[src/rtl/instruction_fetch_unit_if.sv]
// Control-unit fetch handshake plus byte-wide program memory read port of the fetch unit.
// The fetch unit takes the slave view; the control unit and program memory take the master view.
interface instruction_fetch_unit_if #(
  parameter int ADDR_W = 8
);
  logic [ADDR_W-1:0] PC_load;
  logic              PC_en;
  logic              PC_inc;
  logic              MAR_load;
  logic              IR_load;
  logic [ADDR_W-1:0] mem_addr;
  logic              mem_rd_en;
  logic [7:0]        mem_rd_data;
  logic              mem_rd_valid;
  logic [23:0]       command_word;
  logic              ReadyRegFlag;
  logic [ADDR_W-1:0] pc_value;
  logic              fetch_fault;

  modport master (
    output PC_load, PC_en, PC_inc, MAR_load, IR_load, mem_rd_data, mem_rd_valid,
    input  mem_addr, mem_rd_en, command_word, ReadyRegFlag, pc_value, fetch_fault
  );

  modport slave (
    input  PC_load, PC_en, PC_inc, MAR_load, IR_load, mem_rd_data, mem_rd_valid,
    output mem_addr, mem_rd_en, command_word, ReadyRegFlag, pc_value, fetch_fault
  );
endinterface

[src/rtl/instruction_fetch_unit.sv]
// PC/MAR owner fetching 24-bit instructions as 3 bytes; ReadyRegFlag 3*(mem latency+1)+1 cycles after IR_load.
// Stalls in WAIT until mem_rd_valid; with IFU_FAULT_EN defined, a per-byte timeout aborts to a zero word and sticky fetch_fault.
module instruction_fetch_unit #(
  parameter int                ADDR_W         = 8,
  parameter int                PC_STEP        = 3,
  parameter logic [ADDR_W-1:0] RESET_PC       = '0,
  parameter int                TIMEOUT_CYCLES = 16
) (
  input  logic                   clk,
  input  logic                   rst,
  instruction_fetch_unit_if.slave bus
);

  typedef enum logic [1:0] {IDLE, REQ, WAIT, DONE} state_t;

  state_t            state, state_nxt;
  logic [ADDR_W-1:0] pc;
  logic [ADDR_W-1:0] mar;
  logic [1:0]        byte_cnt;
  logic [23:0]       staging;
  logic [23:0]       command_word;
  logic              ready;
  logic              busy;
  logic              start;
  logic              byte_ok;
  logic              mar_ok;
  logic              timeout;
  logic              rd_en;

  assign busy    = (state == REQ) || (state == WAIT);
  assign start   = (state == IDLE) && bus.IR_load;
  assign byte_ok = (state == WAIT) && bus.mem_rd_valid;
  assign mar_ok  = bus.MAR_load && !busy;

`ifdef IFU_FAULT_EN
  localparam int TMO_W = $clog2(TIMEOUT_CYCLES + 1);

  logic [TMO_W-1:0] wait_cnt;
  logic             fault;

  assign timeout = (state == WAIT) && !bus.mem_rd_valid &&
                   (wait_cnt == TMO_W'(TIMEOUT_CYCLES - 1));

  // Counter restarts for every byte because REQ always precedes WAIT.
  always_ff @(posedge clk or posedge rst) begin
    if (rst) begin
      wait_cnt <= '0;
      fault    <= 1'b0;
    end else begin
      if (state != WAIT) wait_cnt <= '0;
      else if (!bus.mem_rd_valid) wait_cnt <= wait_cnt + 1'b1;
      if (timeout) fault <= 1'b1;
    end
  end

  assign bus.fetch_fault = fault;
`else
  logic unused_timeout_cfg;

  assign timeout            = 1'b0;
  assign unused_timeout_cfg = |TIMEOUT_CYCLES;
  assign bus.fetch_fault    = 1'b0;
`endif

  always_ff @(posedge clk or posedge rst) begin
    if (rst) state <= IDLE;
    else     state <= state_nxt;
  end

  always_comb begin
    state_nxt = state;
    rd_en     = 1'b0;
    case (state)
      IDLE: if (bus.IR_load) state_nxt = REQ;
      REQ: begin
        rd_en     = 1'b1;
        state_nxt = WAIT;
      end
      WAIT: begin
        if (timeout)               state_nxt = DONE;
        else if (bus.mem_rd_valid) state_nxt = (byte_cnt == 2'd2) ? DONE : REQ;
      end
      DONE:    state_nxt = IDLE;
      default: state_nxt = IDLE;
    endcase
  end

  always_ff @(posedge clk or posedge rst) begin
    if (rst) begin
      pc           <= RESET_PC;
      mar          <= '0;
      byte_cnt     <= 2'd0;
      staging      <= '0;
      command_word <= '0;
      ready        <= 1'b0;
    end else begin
      // Jumps must land even mid-fetch, so PC_en ignores busy.
      if (bus.PC_en)                pc <= bus.PC_load;
      else if (bus.PC_inc && !busy) pc <= pc + ADDR_W'(PC_STEP);

      if (mar_ok) mar <= pc;

      if (start) begin
        byte_cnt <= 2'd0;
      end else if (byte_ok) begin
        case (byte_cnt)
          2'd0:    staging[23:16] <= bus.mem_rd_data;
          2'd1:    staging[15:8]  <= bus.mem_rd_data;
          default: staging[7:0]   <= bus.mem_rd_data;
        endcase
        byte_cnt <= byte_cnt + 2'd1;
      end else if (timeout) begin
        staging <= '0;
      end

      if (state == DONE) begin
        command_word <= staging;
        ready        <= 1'b1;
      end else if (start || mar_ok) begin
        ready <= 1'b0;
      end
    end
  end

  assign bus.mem_rd_en    = rd_en;
  assign bus.mem_addr     = mar + ADDR_W'(byte_cnt);
  assign bus.command_word = command_word;
  assign bus.ReadyRegFlag = ready;
  assign bus.pc_value     = pc;

endmodule

[src/flat_wrapper.sv]
// flat-port wrapper written by rule: the top's interface ports become plain ports
module instruction_fetch_unit_flat 
#(
  parameter int                ADDR_W         = 8,
  parameter int                PC_STEP        = 3,
  parameter logic [ADDR_W-1:0] RESET_PC       = '0,
  parameter int                TIMEOUT_CYCLES = 16
)
  (clk, rst, bus_PC_load, bus_PC_en, bus_PC_inc, bus_MAR_load, bus_IR_load, bus_mem_rd_data, bus_mem_rd_valid, bus_mem_addr, bus_mem_rd_en, bus_command_word, bus_ReadyRegFlag, bus_pc_value, bus_fetch_fault);
  instruction_fetch_unit_if #(.ADDR_W(ADDR_W)) bus_i ();
  input  logic clk;
  input  logic rst;
  input wire logic [$bits(bus_i.PC_load)-1:0] bus_PC_load;
  input wire logic [$bits(bus_i.PC_en)-1:0] bus_PC_en;
  input wire logic [$bits(bus_i.PC_inc)-1:0] bus_PC_inc;
  input wire logic [$bits(bus_i.MAR_load)-1:0] bus_MAR_load;
  input wire logic [$bits(bus_i.IR_load)-1:0] bus_IR_load;
  input wire logic [$bits(bus_i.mem_rd_data)-1:0] bus_mem_rd_data;
  input wire logic [$bits(bus_i.mem_rd_valid)-1:0] bus_mem_rd_valid;
  output wire logic [$bits(bus_i.mem_addr)-1:0] bus_mem_addr;
  output wire logic [$bits(bus_i.mem_rd_en)-1:0] bus_mem_rd_en;
  output wire logic [$bits(bus_i.command_word)-1:0] bus_command_word;
  output wire logic [$bits(bus_i.ReadyRegFlag)-1:0] bus_ReadyRegFlag;
  output wire logic [$bits(bus_i.pc_value)-1:0] bus_pc_value;
  output wire logic [$bits(bus_i.fetch_fault)-1:0] bus_fetch_fault;
  assign bus_i.PC_load = bus_PC_load;
  assign bus_i.PC_en = bus_PC_en;
  assign bus_i.PC_inc = bus_PC_inc;
  assign bus_i.MAR_load = bus_MAR_load;
  assign bus_i.IR_load = bus_IR_load;
  assign bus_i.mem_rd_data = bus_mem_rd_data;
  assign bus_i.mem_rd_valid = bus_mem_rd_valid;
  assign bus_mem_addr = bus_i.mem_addr;
  assign bus_mem_rd_en = bus_i.mem_rd_en;
  assign bus_command_word = bus_i.command_word;
  assign bus_ReadyRegFlag = bus_i.ReadyRegFlag;
  assign bus_pc_value = bus_i.pc_value;
  assign bus_fetch_fault = bus_i.fetch_fault;
  instruction_fetch_unit #(.ADDR_W(ADDR_W), .PC_STEP(PC_STEP), .RESET_PC(RESET_PC), .TIMEOUT_CYCLES(TIMEOUT_CYCLES)) u_core (.clk(clk), .rst(rst), .bus(bus_i));
endmodule
[config.mk]
export PLATFORM = sky130hd
export DESIGN_NAME = instruction_fetch_unit_flat
export DESIGN_NICKNAME = d
export VERILOG_FILES = /design/src/rtl/instruction_fetch_unit_if.sv /design/src/rtl/instruction_fetch_unit.sv /design/src/flat_wrapper.sv
export SDC_FILE = /design/constraint.sdc
export NUM_CORES = 1
export LEC_CHECK = 0
export CAP_MARGIN = 20
export CORE_UTILIZATION = 54
export CTS_CLUSTER_DIAMETER = 30
export CTS_CLUSTER_SIZE = 12
export DETAILED_ROUTE_END_ITERATION = 8
export PLACE_DENSITY = 0.94
export SLEW_MARGIN = 20
export SYNTH_ARGS = -nofsm -noshare
export SYNTH_HDL_FRONTEND = slang
export SYNTH_SLANG_ARGS = --single-unit
export TNS_END_PERCENT = 10
[constraint.sdc]
create_clock -name clk -period 5.2 [get_ports clk]
set_clock_uncertainty 0.15 [all_clocks]
set_input_delay 1.04 -clock clk [delete_from_list [all_inputs] [get_ports clk]]
set_output_delay 1.04 -clock clk [all_outputs]
set_load 0.1 [all_outputs]
* Yosys cells after proc, flatten, opt, wreduce, memory -nomap -nowiden
Cells that the tools add are included.
** Cells by class
- Add/sub/neg operators :: 3
- Reduce and logical (&&, ||, !) cells :: 17
- Bitwise gates (word level) :: 2
- Equality and inequality tests :: 7
- Mux-type cells :: 11
** Operator list (number)
- two-way mux 8 bit :: 2
- two-way mux 2 bit :: 5
- AND reduction 3 bit :: 3
- adder 8 x 2 -> 8 bit :: 1
- adder 8 x 2 -> 8 bit (second input constant) :: 1
- case mux 2 bit (4 select lines) :: 1
- == test 2 bit (second input constant) :: 3
- nonzero test 2 bit :: 3
- == test 2 x 1 -> 1 bit (second input constant) :: 2
- logical AND 1 bit :: 4
- zero test 2 bit :: 2
- != test 2 bit (second input constant) :: 2
- two-way mux 1 bit :: 3
- adder 2 x 1 -> 2 bit (second input constant) :: 1
- logical OR 1 bit :: 2
- NOT 1 bit :: 2
- AND reduction 2 bit :: 1
- OR reduction 2 bit :: 1
- zero test 1 bit :: 1
** Word-level totals
- Flip-flop bits (word level) :: 69
- Input bits :: 23
- Word-level logic and storage cells :: 49

* Longest topological paths before layout
Gate-level depths: netlist of the first run.
- Depth in word-level cells :: 7
- Depth in mapped cells :: 6
- Gate-level depth less buffers :: 6

* Least setup slack after synthesis of the first run
No wires, ideal clock.
- Kind :: register to output
- Start point :: register u_core.byte_cnt[0]
- End point :: output port bus_mem_addr[6]
- Path buffers :: 0
- Required time :: 4.010 ns
- Slack :: 1.226 ns
- Cell stages (with the launch flop) :: 7
- Arrival time :: 2.784 ns
- Cells stage by stage :: dfrtp_1 -> ha_1 -> inv_1 -> fa_1 -> nor2_1 -> nand3_1 -> xnor2_1
** Between the ends
- Word-level cells in the longest chain between the ends :: 1
** RTL lines
- start, declared :: RTL line instruction_fetch_unit.sv:19 : logic [1:0] byte_cnt;
- start signal, assigned :: RTL line instruction_fetch_unit.sv:111 : byte_cnt <= byte_cnt + 2'd1;
- adder 8 x 2 -> 8 bit :: RTL line instruction_fetch_unit.sv:126 : assign bus.mem_addr = mar + ADDR_W'(byte_cnt);
- end, declared :: RTL line flat_wrapper.sv:20 : output wire logic [$bits(bus_i.mem_addr)-1:0] bus_mem_addr;
Every way passes these cells.

* Final worst setup path of the first run
- Start point :: register u_core.byte_cnt[1]
- End point :: output port bus_mem_addr[7]
The elaborated chain is that of the path after synthesis.

==> run summary, run 1 <==
Chip width: 76.8 um
Start of the worst register-to-register path: u_core.state[0]$_DFFE_PP0P_
RSZ-0062 raised after global routing: no
DR iter-0 viols: 109
CTS Sinks: 69
Seq/Total Area, Yosys: 0.571
Mapped Nets: 259
Clock-pin slew on the worst setup and hold paths: 0.08 ns
Die Y: 76.8 um
Routed vias: 1941
First-pass GRT wire length: 9.83 mm
Routed Antenna Nets: 0
Pre-CTS setup slack: 1.38 ns
Hold WC Path Type: reg2reg
Row Count: 26
Worst-margin pin slew: 0.982 ns
Synth cell types: 33
Register bit count reported by yosys: 69
CP endpoint: bus_mem_addr[7]
Critical Path, Cell by Cell: ha_1, a21oi_1, nor3b_1, nand3_1, xnor2_1, clkdlybuf4s50_1
Post-CTS Hold Fix Bufs: 0
Synth Area per Inst: 13.4 um2
Setup CP Type: reg2out
Core area: 0.00524 mm2
Max frequency: 240 MHz
Critical Path AT: 2.98 ns
Wirelength per Cell: 16.0 um
Die area: 0.00590 mm2
First-pass iteration count of the detailed router: 4
Max-cap violations: 0
Share of the synthesized area in the top cell type: 0.571
Top-count cell post-synth: dfrtp_1
Clock Tree Buf Depth: 2
Slowest cell delay on critical path: 1.17 ns
ANT cells: 0
Post-CTS setup buffers: 0
WP buf/inv: 1
R2r setup slk: 3.20 ns
Total global routing track utilization: 0.224
Vias per cell: 5.25
Setup ws final: 1.03 ns
CTS buffer count: 9
Crit end category: output port
PortBufs: 64
Synth warn: 0
Gpl congestion: 0.767
Most instantiated cells after synthesis: 69 x dfrtp_1, 52 x mux2_2, 13 x nand2_1, 11 x inv_1, 11 x o21ai_0
Asr flop ratio synth: 1.00
Congestion Overflow GR: 0
Crit path launch: u_core.byte_cnt[1]$_DFFE_PP0P_
Max-slew violation count: 0
Detail Placement HPWL: 4.21 mm
Tmin final: 4.17 ns
Cell taking the most area after synthesis: dfrtp_1
# DRC: 0
Initial antenna violation count: 0
Slew HR: 0.343
Req. time, crit path: 4.01 ns
Clk_lat worst skew: 0.35 ns
Post-cts sizing count: 0
Mapped Area: 0.00302 mm2
Setup TNS: 0 ns
Share of layout cells above drive strength 1: 0.257
Final hold viol count: 0
Number of global-route vias before repair: 2039
CTS H-Tree Depth: 3
Starting Density: 0.577
Final nets: 329
Worst hold margin: 0.346 ns
IO Pins: 66
Fin crit share: 0.803
Post-Route WL: 5.93 mm
Crit Path Max Fanout: 4
Number of flops mapped to enable cells by yosys: 0
R2r endpoint: u_core.bus.pc_value[5]$_DFFE_PP0P_
Mapped Cells: 225
Slowest library cell on the worst path: clkdlybuf4s50_1
Synth area leaders: dfrtp_1 57%, mux2_2 19%, ha_1 4.1%
Area growth syn-to-layout: 29.7%
Clk Tree Root Cell: clkbuf_8
Largest net degree at the start of global routing: 44
CTS tree: yes
Status: finished clean
Startpoint Class: register
Register-to-Register Path Depth: 6
Final-report setup violation count: 0
Main synth FF type: dfrtp_1
Worst path depth: 6
Delay-heaviest family, CP: buffers and inverters
-- worst min-delay path by stage --
stage,slack [ns],endpoint,startpoint,depth (start not counted)
4_1_cts,0.35,u_core.staging[10]$_DFFE_PP0P_,u_core.staging[10]$_DFFE_PP0P_,1
5_1_grt,0.37,u_core.staging[16]$_DFFE_PP0P_,u_core.staging[16]$_DFFE_PP0P_,1
3_5_place_dp,0.33,u_core.staging[10]$_DFFE_PP0P_,u_core.staging[10]$_DFFE_PP0P_,1
2_1_floorplan,0.30,u_core.mar[0]$_DFFE_PP0P_,u_core.mar[0]$_DFFE_PP0P_,2
6_report,0.35,u_core.staging[10]$_DFFE_PP0P_,u_core.staging[10]$_DFFE_PP0P_,1
3_3_place_gp,0.32,u_core.mar[0]$_DFFE_PP0P_,u_core.mar[0]$_DFFE_PP0P_,2
-- per-layer routing --
metal,up-vias,wire length (um),GRT usage
met5,-,0,0
met4,0,162,0.129
met3,14,282,0.0464
met2,57,2930,0.366
met1,958,2560,0.275
li1,912,-,-
-- final cells by class --
type                    count  area [um2]
clock buffers              10         128
repair buffers             65         648
flip-flops and latches     69        1730
inverters                  11        41.3
fillers                   325        1320
clock inverters             6        62.6
multi-input cells         139        1230
well taps                  70        87.6
-- through the flow --
stage	area [um2]	util	std cells
2_1_floorplan	3020	-	225
3_3_place_gp	3730	0.712	354
3_5_place_dp	3730	0.712	354
4_1_cts	3920	0.748	370
5_1_grt	3920	0.748	370
6_report	3920	0.748	370
-- state kept, by name, indices dropped and copies added (netlist names) --
register                 count
u_core.bus.command_word     24
u_core.state                 2
u_core.bus.pc_value          8
u_core.mar                   8
u_core.bus.ReadyRegFlag      1
u_core.staging              24
u_core.byte_cnt              2
-- cell families (layout without fill, tap and decap cells) --
logic type / count (synthesis) / count (layout) / share of synthesized area
multiplexers: 55 / 55 / 0.206
adder cells (fa/ha/maj): 11 / 11 / 0.0480
XOR/XNOR: 14 / 14 / 0.0406
AND/OR/NAND/NOR: 34 / 34 / 0.0604
buffers and inverters: 17 / 92 / 0.0240
other: 1 / 1 / 0.00124
AO/OA/AOI/OAI: 24 / 24 / 0.0488
flip-flops: 69 / 69 / 0.571
-- placed cells by master (no fill, tap or decap), types with 2 or more instances in the layout --
master	n
xnor2_1	8
inv_1	10
nand2b_1	2
nor2_1	5
clkbuf_8	9
clkdlybuf4s50_1	64
o21ai_0	11
a21oi_1	7
nand2_1	13
nor2b_1	3
clkinv_2	3
mux2_2	52
nand3_1	3
xor2_1	6
ha_1	9
nand2_4	3
dfrtp_1	69
Power of run 1 is not shown: default switching activity piles up to over one toggle a cycle in this logic, so the estimate is an artifact.
==> inputs of run 2 (changes only) <==
CORE_UTILIZATION = 50   (was 54)
PLACE_DENSITY = 0.89   (was 0.94)
clock period = 4.05 ns   (was 5.2 ns; I/O delays follow)
==> run summary, run 2 (synthesis results as in run 1) <==
Slew HR: 0.330 (-0.0131)
Vias per cell: 5.24 (about the same)
Inst Count DP: 357 (+0.85%)
First-pass GRT wire length: 10.1 mm (+3.0%)
Die area: 0.00636 mm2 (+7.8%)
Post-CTS setup buffers: 0 (unchanged)
Share of layout cells above drive strength 1: 0.286 (+0.0290)
Max-cap violations: 0 (unchanged)
Critical Path, Cell by Cell: ha_1, inv_1, fa_1, nor2_1, nand3_1, xnor2_1, buf_4
Tmin final: 3.16 ns
ANT cells: 0 (unchanged)
Most frequent cells in the layout: 69 x dfrtp_1, 57 x clkdlybuf4s50_1, 52 x mux2_2
Startpoint Class: register
Req. time, crit path: 3.09 ns (-0.92 ns)
PortBufs: 64 (unchanged)
Clk Tree Root Cell: clkbuf_8
Final hold viol count: 0 (unchanged)
Register-to-Register Path Depth: 4 (-2)
Top layer in use: met4
Hold WC Path Type: reg2reg
Max frequency: 317 MHz
Commonest non-fill, non-tap cell in the layout: dfrtp_1
Met3 routed WL: 289 um (+2.5%)
RSZ-0062 raised after global routing: no
R2r setup slk: 2.09 ns (-1.11 ns)
Number of global-route vias before repair: 2069 (+1.5%)
Congestion Overflow GR: 0 (unchanged)
WL met2: 3.03 mm (+3.7%)
Final-report setup violation count: 0 (unchanged)
Delay-heaviest family, CP: adder cells
Clock Tree Buf Depth: 2 (unchanged)
Hold_sp: u_core.staging[10]$_DFFE_PP0P_
Starting Density: 0.533 (-0.0445)
Wirelength per Cell: 15.9 um (-0.80%)
Critical Path AT: 2.20 ns (-0.78 ns)
Fin crit share: 0.779
Initial antenna violation count: 0 (unchanged)
Die Y: 79.8 um (+3.8%)
Final Cell Area: 0.00390 mm2 (-0.61%)
Slowest library cell on the worst path: fa_1
Routed Antenna Nets: 0 (unchanged)
Max-slew violation count: 0 (unchanged)
Post-CTS Hold Fix Bufs: 0 (unchanged)
Core area: 0.00568 mm2 (+8.4%)
CTS H-Tree Depth: 3 (unchanged)
Status: finished clean
CTS Sinks: 69 (unchanged)
Cell depth of the worst hold path: 1 (unchanged)
Crit end category: output port
CTS buffer count: 9 (unchanged)
Post-Route WL: 5.93 mm (unchanged)
Placed Area: 0.00372 mm2 (-0.13%)
Setup TNS: 0 ns (unchanged)
Non-Filler Instances: 373 (+0.81%)
IO Pins: 66 (unchanged)
Routed vias: 1955 (+0.72%)
Post-cts sizing count: 0 (unchanged)
DR iter-0 viols: 95 (-13%)
First-pass iteration count of the detailed router: 4 (unchanged)
Start of the worst register-to-register path: u_core.state[0]$_DFFE_PP0P_
Routed met1 length: 2.50 mm (-2.2%)
Worst-margin pin slew: 1.00 ns (+0.0196 ns)
# DRC: 0 (unchanged)
Clock-pin slew on the worst setup and hold paths: 0.08 ns (about the same)
Setup CP Type: reg2out
Fin util: 0.687 (-0.0619)
Gpl congestion: 0.797 (+4.0%)
WP buf/inv: 2 (+1)
Chip width: 79.8 um (+3.8%)
Fillers: 433 (+33%)
Total global routing track utilization: 0.217 (-0.00711)
Final nets: 330 (+0.30%)
Largest net degree at the start of global routing: 42 (-4.5%)
R2r endpoint: u_core.mar[4]$_DFFE_PP0P_
Hold Path Sink: u_core.staging[10]$_DFFE_PP0P_
Area growth syn-to-layout: 28.9%
CTS tree: yes
Detail Placement HPWL: 4.33 mm (+2.9%)
Slowest cell delay on critical path: 0.40 ns (-0.77 ns)
Clk_lat worst skew: 0.34 ns (about the same)
Row Count: 27 (+3.8%)
Crit Path Max Fanout: 3 (-1)
Biggest regs: u_core.bus.command_word (24), u_core.staging (24)
run 2: area by class of cell:
| class | count | area, um2 | area share |
|---|---|---|---|
| inverters | 11 | 41.3 | 0.0106 |
| repair buffers | 66 | 638 | 0.164 |
| flip-flops and latches | 69 | 1730 | 0.443 |
| multi-input cells | 139 | 1230 | 0.315 |
| clock inverters | 7 | 50.0 | 0.0128 |
| well taps | 72 | 90.1 | 0.0231 |
| clock buffers | 9 | 124 | 0.0318 |
run 2: stage by stage:
stage / hold WS [ns] / setup slack [ns]
2_1_floorplan: 0.304 / 0.306
3_3_place_gp: 0.319 / 1.31
3_5_place_dp: 0.333 / 1.29
4_1_cts: 0.352 / 0.895
5_1_grt: 0.367 / 0.794
6_report: 0.347 / 0.895
run 2: worst register-to-register path, delay by kind of cell (launching register included):
kind / cells / cell delay (ns)
AND/OR/NAND/NOR: 1 / 0.41
flip-flops: 1 / 0.44
multiplexers: 1 / 0.39
adder cells (fa/ha/maj): 1 / 0.36
buffers and inverters: 1 / 0.09
run 2: routing by layer:
metal  track usage  up-vias
met5             0        -
met3        0.0434        9
li1              -      914
met2         0.372       55
met1         0.263      977
met4        0.0964        0
run 2: how the worst max path moves through the flow:
stage / endpoint / startpoint / slack, ns / cells past startpoint
final: bus_mem_addr[6] / u_core.byte_cnt[0]$_DFFE_PP0P_ / 0.89 / 7
after detailed placement: bus_mem_addr[6] / u_core.byte_cnt[0]$_DFFE_PP0P_ / 1.29 / 7
after global routing: bus_mem_addr[6] / u_core.byte_cnt[0]$_DFFE_PP0P_ / 0.79 / 7
after CTS: bus_mem_addr[6] / u_core.byte_cnt[0]$_DFFE_PP0P_ / 0.89 / 7
after floorplan: bus_mem_addr[6] / u_core.byte_cnt[0]$_DFFE_PP0P_ / 0.31 / 6
after global placement: bus_mem_addr[0] / u_core.byte_cnt[0]$_DFFE_PP0P_ / 1.31 / 2
Power of run 2 is left out for the same reason.
